===== config.mk =====
export PLATFORM = sky130hd
export DESIGN_NAME = uart_top
export DESIGN_NICKNAME = d
export VERILOG_FILES = /design/src/rtl/uart_pkg.sv /design/src/rtl/uart_rx.sv /design/src/rtl/uart_top.sv
export SDC_FILE = /design/constraint.sdc
export NUM_CORES = 1
export LEC_CHECK = 0
export ABC_AREA = 0
export BUFFER_PORTS_ARGS = -buffer_cell sky130_fd_sc_hd__buf_2
export CORE_ASPECT_RATIO = 0.75
export CORE_MARGIN = 1.5
export CORE_UTILIZATION = 40
export CTS_CLUSTER_DIAMETER = 40
export DETAILED_ROUTE_END_ITERATION = 6
export PLACE_DENSITY = 0.6
export SLEW_MARGIN = 15
export SYNTH_ARGS = -nofsm -noshare
export SYNTH_HDL_FRONTEND = slang
export SYNTH_HIERARCHICAL = 1
export SYNTH_SLANG_ARGS = --single-unit
export TNS_END_PERCENT = 100

===== constraint.sdc =====
create_clock -name clk -period 3.32 [get_ports clk]
set_input_delay 0.332 -clock clk [delete_from_list [all_inputs] [get_ports clk]]
set_output_delay 0.332 -clock clk [all_outputs]
set_load 0.05 [all_outputs]

===== src/rtl/uart_pkg.sv =====
// Shared constants and types for the UART transceiver: default bit period,
// frame width and the IDLE/START/DATA/STOP state encoding used by TX and RX.
package uart_pkg;

  // 100 MHz system clock / 10316 cycles per bit, about 9693 baud
  localparam int CLKS_PER_BIT_DEF = 10316;

  // Data bits per frame (8N1)
  localparam int FRAME_BITS = 8;

  typedef enum logic [1:0] {
    IDLE  = 2'd0,
    START = 2'd1,
    DATA  = 2'd2,
    STOP  = 2'd3
  } uart_state_t;

endpackage


===== src/rtl/uart_rx.sv =====
// UART receiver: 2-flop synchroniser on rx, mid-bit sampling FSM, and
// data_out/rx_ready. Optional macro UART_FRAME_ERR_EN adds rx_frame_err.
//
// state | meaning
// IDLE  | line high, waiting for a synchronised low
// START | half-bit wait, then confirm the start bit is still low
// DATA  | sample one data bit per bit period, LSB first
// STOP  | sample stop bit; publish byte only if it is high
module uart_rx import uart_pkg::*; #(
  parameter int CLKS_PER_BIT = CLKS_PER_BIT_DEF
) (
  input  logic                  clk,
  input  logic                  rst_n,
  input  logic                  rx,
  output logic [FRAME_BITS-1:0] data_out,
  output logic                  rx_ready
`ifdef UART_FRAME_ERR_EN
  ,
  output logic                  rx_frame_err
`endif
);

  localparam int CW = $clog2(CLKS_PER_BIT);
  localparam int IW = $clog2(FRAME_BITS);
  localparam logic [CW-1:0] BIT_LOAD  = CW'(CLKS_PER_BIT - 1);
  localparam logic [CW-1:0] HALF_LOAD = CW'(CLKS_PER_BIT / 2 - 1);
  localparam logic [IW-1:0] LAST_IDX  = IW'(FRAME_BITS - 1);

  logic                  rx_meta;
  logic                  rx_sync;
  uart_state_t           state;
  logic [CW-1:0]         cnt;
  logic [IW-1:0]         idx;
  logic [FRAME_BITS-1:0] shift;

  // Bring the asynchronous line into clk; idles high so reset looks like no traffic
  always_ff @(posedge clk or negedge rst_n) begin
    if (!rst_n) begin
      rx_meta <= 1'b1;
      rx_sync <= 1'b1;
    end else begin
      rx_meta <= rx;
      rx_sync <= rx_meta;
    end
  end

  // Receive FSM; cnt is a down-counter whose terminal count marks mid-bit
  always_ff @(posedge clk or negedge rst_n) begin
    if (!rst_n) begin
      state    <= IDLE;
      cnt      <= '0;
      idx      <= '0;
      shift    <= '0;
      data_out <= '0;
      rx_ready <= 1'b0;
`ifdef UART_FRAME_ERR_EN
      rx_frame_err <= 1'b0;
`endif
    end else begin
      rx_ready <= 1'b0;
`ifdef UART_FRAME_ERR_EN
      rx_frame_err <= 1'b0;
`endif
      case (state)
        IDLE: begin
          if (!rx_sync) begin
            state <= START;
            cnt   <= HALF_LOAD;
          end
        end
        START: begin
          if (cnt == '0) begin
            if (!rx_sync) begin
              state <= DATA;
              cnt   <= BIT_LOAD;
              idx   <= '0;
            end else begin
              state <= IDLE;
            end
          end else begin
            cnt <= cnt - CW'(1);
          end
        end
        DATA: begin
          if (cnt == '0) begin
            shift[idx] <= rx_sync;
            cnt        <= BIT_LOAD;
            if (idx == LAST_IDX) state <= STOP;
            else                 idx   <= idx + IW'(1);
          end else begin
            cnt <= cnt - CW'(1);
          end
        end
        STOP: begin
          if (cnt == '0) begin
            // Back to IDLE right away so a start edge right after the stop bit is seen
            state <= IDLE;
            if (rx_sync) begin
              data_out <= shift;
              rx_ready <= 1'b1;
            end
`ifdef UART_FRAME_ERR_EN
            else begin
              rx_frame_err <= 1'b1;
            end
`endif
          end else begin
            cnt <= cnt - CW'(1);
          end
        end
        default: state <= IDLE;
      endcase
    end
  end

endmodule


===== src/rtl/uart_top.sv =====
// Full-duplex 8N1 UART: inline transmitter plus uart_rx receiver, timed by
// counting clk cycles. Optional macro UART_FRAME_ERR_EN adds rx_frame_err.
//
// state | meaning
// IDLE  | tx_out high, waiting for start; captures data on start
// START | drive start bit (0) for one bit period
// DATA  | drive shift[0], shift right each bit period, 8 bits
// STOP  | drive stop bit (1) for one bit period, then IDLE
module uart_top import uart_pkg::*; #(
  parameter int CLKS_PER_BIT = CLKS_PER_BIT_DEF
) (
  input  logic                  clk,
  input  logic                  rst_n,
  input  logic                  start,
  input  logic [FRAME_BITS-1:0] data,
  output logic                  tx_out,
  input  logic                  rx,
  output logic [FRAME_BITS-1:0] data_out,
  output logic                  rx_ready
`ifdef UART_FRAME_ERR_EN
  ,
  output logic                  rx_frame_err
`endif
);

  localparam int CW = $clog2(CLKS_PER_BIT);
  localparam int IW = $clog2(FRAME_BITS);
  localparam logic [CW-1:0] BIT_LOAD = CW'(CLKS_PER_BIT - 1);
  localparam logic [IW-1:0] LAST_IDX = IW'(FRAME_BITS - 1);

  uart_state_t           tx_state;
  logic [CW-1:0]         tx_cnt;
  logic [IW-1:0]         tx_idx;
  logic [FRAME_BITS-1:0] tx_shift;

  // Transmit FSM; tx_out is registered so each bit lasts exactly one bit period
  always_ff @(posedge clk or negedge rst_n) begin
    if (!rst_n) begin
      tx_state <= IDLE;
      tx_cnt   <= '0;
      tx_idx   <= '0;
      tx_shift <= '0;
      tx_out   <= 1'b1;
    end else begin
      case (tx_state)
        IDLE: begin
          tx_out <= 1'b1;
          if (start) begin
            tx_shift <= data;
            tx_out   <= 1'b0;
            tx_cnt   <= BIT_LOAD;
            tx_state <= START;
          end
        end
        START: begin
          if (tx_cnt == '0) begin
            tx_out   <= tx_shift[0];
            tx_shift <= tx_shift >> 1;
            tx_idx   <= '0;
            tx_cnt   <= BIT_LOAD;
            tx_state <= DATA;
          end else begin
            tx_cnt <= tx_cnt - CW'(1);
          end
        end
        DATA: begin
          if (tx_cnt == '0) begin
            tx_cnt <= BIT_LOAD;
            if (tx_idx == LAST_IDX) begin
              tx_out   <= 1'b1;
              tx_state <= STOP;
            end else begin
              tx_out   <= tx_shift[0];
              tx_shift <= tx_shift >> 1;
              tx_idx   <= tx_idx + IW'(1);
            end
          end else begin
            tx_cnt <= tx_cnt - CW'(1);
          end
        end
        STOP: begin
          if (tx_cnt == '0) tx_state <= IDLE;
          else              tx_cnt   <= tx_cnt - CW'(1);
        end
        default: begin
          tx_out   <= 1'b1;
          tx_state <= IDLE;
        end
      endcase
    end
  end

  uart_rx #(.CLKS_PER_BIT(CLKS_PER_BIT)) u_rx (
    .clk          (clk),
    .rst_n        (rst_n),
    .rx           (rx),
    .data_out     (data_out),
    .rx_ready     (rx_ready)
`ifdef UART_FRAME_ERR_EN
    ,
    .rx_frame_err (rx_frame_err)
`endif
  );

endmodule


==> flow_summary.ini <==
[worst_setup_path]
r2r_setup_slack_ps = 800
cp.required_ps = 3530
critPathSlowestCell = sky130_fd_sc_hd__nor4b_1
setup.worst_path.end_class = flop
critical_path_arrival_ps = 2730
worst_path_largest_cell_delay_ps = 500
path_delay_family = simple AND/OR/NAND/NOR gates
worst-path-buf-inv = 1
worst-setup-path-type = reg -> reg
cp_max_fo = 9
critical_path.cell_chain = inv_1, ha_1, nor4b_1, and4b_2, and3_1, mux2_2
setup.worst_path.start_class = flop

[timing]
fmax_mhz = 396.7
finalCriticalPeriod_ps = 2520
setup_total_negative_slack_ps = 0
final_critical_path_setup_slack_ps = 799.5
rsz_0062_raised_after_global_routing = no
timing.final.max_slew_violations = 0
finalHoldViolations = 0
timing.slew.headroom_pct = 43.23
worst-slew-pin-transition_ps = 848.5
setup_viol = 0
min_period_over_period_pct = 75.92
fin_skew_ps = 3.493

[route]
drt_first_pass_iters = 4
vias = 2829
average_wire_length_per_cell_after_detail_routing_um = 15.31
route.detailed.vias_per_inst = 5.750
initialDrtViolationCount = 152
drc_errors = 0
antenna_viol_nets_final = 0
detail_route.wirelength_mm = 7.534

[flow_run]
timing.max_cap.violations = 0

[layout]
syn_to_final_growth_pct = 15.09
fin_area_um2 = 4238
ant_cells = 0
post_route_cells_drive_above_1_share_pct = 24.74
seq_area_um2 = 1655
multi_input_comb_area_um2 = 1906
nFillCells = 877
num-nets-final = 405
fin_cells = 492

[pwr]
totalPowerFinal_w = 0.003412
p_per_area_nw_per_um2 = 805.1
p_switching_w = 0.001175
switching_part_of_the_total_pct = 34.45
cellLeakagePower_nw = 1.899
intPower_w = 0.002237
power_frac_comb_pct = 36.7
vdd.ir_drop.worst_v = 0.0005185
seq_power_share_pct = 32.2
share_clk_of_total_power_pct = 31.1

[synthesis]
yosysWarningCount = 6
yosys-top-cells-count = sky130_fd_sc_hd__dfrtp_1, sky130_fd_sc_hd__mux2_2, sky130_fd_sc_hd__o21ai_0, sky130_fd_sc_hd__nor2_1
synth-edff-count = 0
synth-main-ff-cell = sky130_fd_sc_hd__dfrtp_1
synthesized_instance_count = 351
synthDominantCellAreaShare_pct = 42.81
postSynthRegisterBits = 66
syn-cell-area_um2 = 3682
synthDistinctLibCells = 58
synth-seq-area-share_pct = 44.95
syn-num-nets = 381
post-synth-top-count-cell = sky130_fd_sc_hd__dfrtp_1
synth_area_per_cell_um2 = 10.49
synth_area_leader = sky130_fd_sc_hd__dfrtp_1
synth.area.top_cells = sky130_fd_sc_hd__dfrtp_1, sky130_fd_sc_hd__mux2_2, sky130_fd_sc_hd__ha_1, sky130_fd_sc_hd__o21ai_0, sky130_fd_sc_hd__a21oi_1
synth_async_sr_flop_share_pct = 100.0

[placed_design]
post_dp_cell_area_um2 = 3889
place_worst_setup_slack_ps = 817.9
port-buffer-count = 21
numPlacedInstances = 475
place_congestion = 0.8636
hpwlAfterDp_mm = 5.383

[clock_tree]
cts-htree-levels = 3
clk-insertion-delay-late_ps = 330
post_cts.repair.setup_buffers = 0
postCtsResizedCells = 0
cts.sinks = 66
cts_made_buffers = 9
cts.path.max_buffers = 2
tritoncts = yes
cts.reportedPaths.clkPinSlew_ps = 60
root_buffer = sky130_fd_sc_hd__clkbuf_16
cts_hold_buffers = 1

[die]
design.core.area_um2 = 9009
io_pins = 22
fp-row-count = 30
dieArea_um2 = 9796
die-height_um = 86.09
die_x_um = 113.8
starting_utilization_of_the_core_area_pct = 40.88

[grt]
number_of_antenna_violations_at_the_first_check_in_global_routing = 0
globalRoute.totalOverflow = 0
grt_util_all_layers_pct = 17.06
maximum_number_of_pins_on_one_net_before_global_route_repair = 33
grt_pass1_vias = 2638
grt_pass1_wl_mm = 12.99

[worst_hold_path]
hold_path.class = in -> reg

[status]
result_of_the_run = complete, no violations
-- sequential cells by signal, indices dropped and copies added (netlist names), named ones only --
name,count
tx_idx,3
u_rx/rx_sync,1
tx_shift,8
u_rx/shift,8
u_rx/cnt,14
tx_cnt,14
u_rx/rx_ready,1
tx_out,1
u_rx/rx_meta,1
tx_state,2
u_rx/data_out,8
u_rx/state,1
u_rx/idx,3
-- power by group through the flow --
stage / Sequential [W] / Combinational, W / Clock (W)
after floorplan: 0.00109 / 0.00101 / 0
after global placement: 0.00110 / 0.00123 / 0
after detailed placement: 0.00110 / 0.00125 / 0
after CTS: 0.00110 / 0.00125 / 0.00110
after global routing: 0.00112 / 0.00140 / 0.00113
final: 0.00110 / 0.00125 / 0.00106
-- metrics by stage --
stage,utilization (%),hold slack [ps]
floorplan,-,36.41
global placement,43.17,254.5
detailed placement,43.17,260.4
CTS,47.04,87.42
global route,47.04,80.25
finish,47.04,101.8
-- final timing paths --
path,to,depth (start not counted),startpoint
max in group asynchronous,tx_shift[2]$_DFFE_PN0P_,3,rst_n
min,u_rx/rx_meta$_DFF_PN1_,1,rx
max reg2reg,u_rx/data_out[3]$_DFFE_PN0P_,6,u_rx/cnt[0]$_DFFE_PN0P_
max,u_rx/data_out[3]$_DFFE_PN0P_,6,u_rx/cnt[0]$_DFFE_PN0P_
min in group asynchronous,tx_cnt[10]$_DFFE_PN0P_,2,rst_n
min reg2reg,u_rx/rx_sync$_DFF_PN1_,0,u_rx/rx_meta$_DFF_PN1_
-- placed cells by master, fill, tap and decap left out, drive strengths merged, types with 3 or more instances in the layout --
cell type / count
or3: 4
nor4b: 3
buf: 24
nor4: 3
a31oi: 9
o22a: 5
nor2: 22
a21o: 4
clkbuf: 12
o2bb2ai: 3
a22o: 8
o41ai: 3
a21oi: 23
nor3: 22
mux2: 33
nand3: 9
inv: 16
or4: 5
nand4: 3
dfstp: 3
ha: 18
dfrtp: 63
o21ai: 30
o31ai: 4
nand2: 17
nor3b: 4
-- area by class of cell --
cell class | instances | share of cell area [%]
inverters | 16 | 1.417
repair buffers | 25 | 3.248
well taps | 112 | 3.307
multi-input cells | 257 | 44.97
flip-flops and latches | 66 | 39.06
clock inverters | 4 | 1.712
clock buffers | 12 | 6.289
-- cells by family after synthesis --
family	synth area share (%)
muxes	10.09
AOI/OAI and AO/OA	18.35
and+or+nand+nor	16.96
DFF	44.95
buffers and inverters	3.296
adders and majority gates	6.116
xor gates and xnor gates	0.2379
-- metal layers --
| metal | up-vias | GRT usage, % | wire length (um) |
|---|---|---|---|
| li1 | 1367 | - | - |
| met1 | 1390 | 24.88 | 3947 |
| met2 | 64 | 23.33 | 3105 |
| met3 | 8 | 5.159 | 371 |
| met4 | 0 | 7.045 | 109 |
| met5 | - | 0 | 0 |
Power figures use the tool's default switching activity.
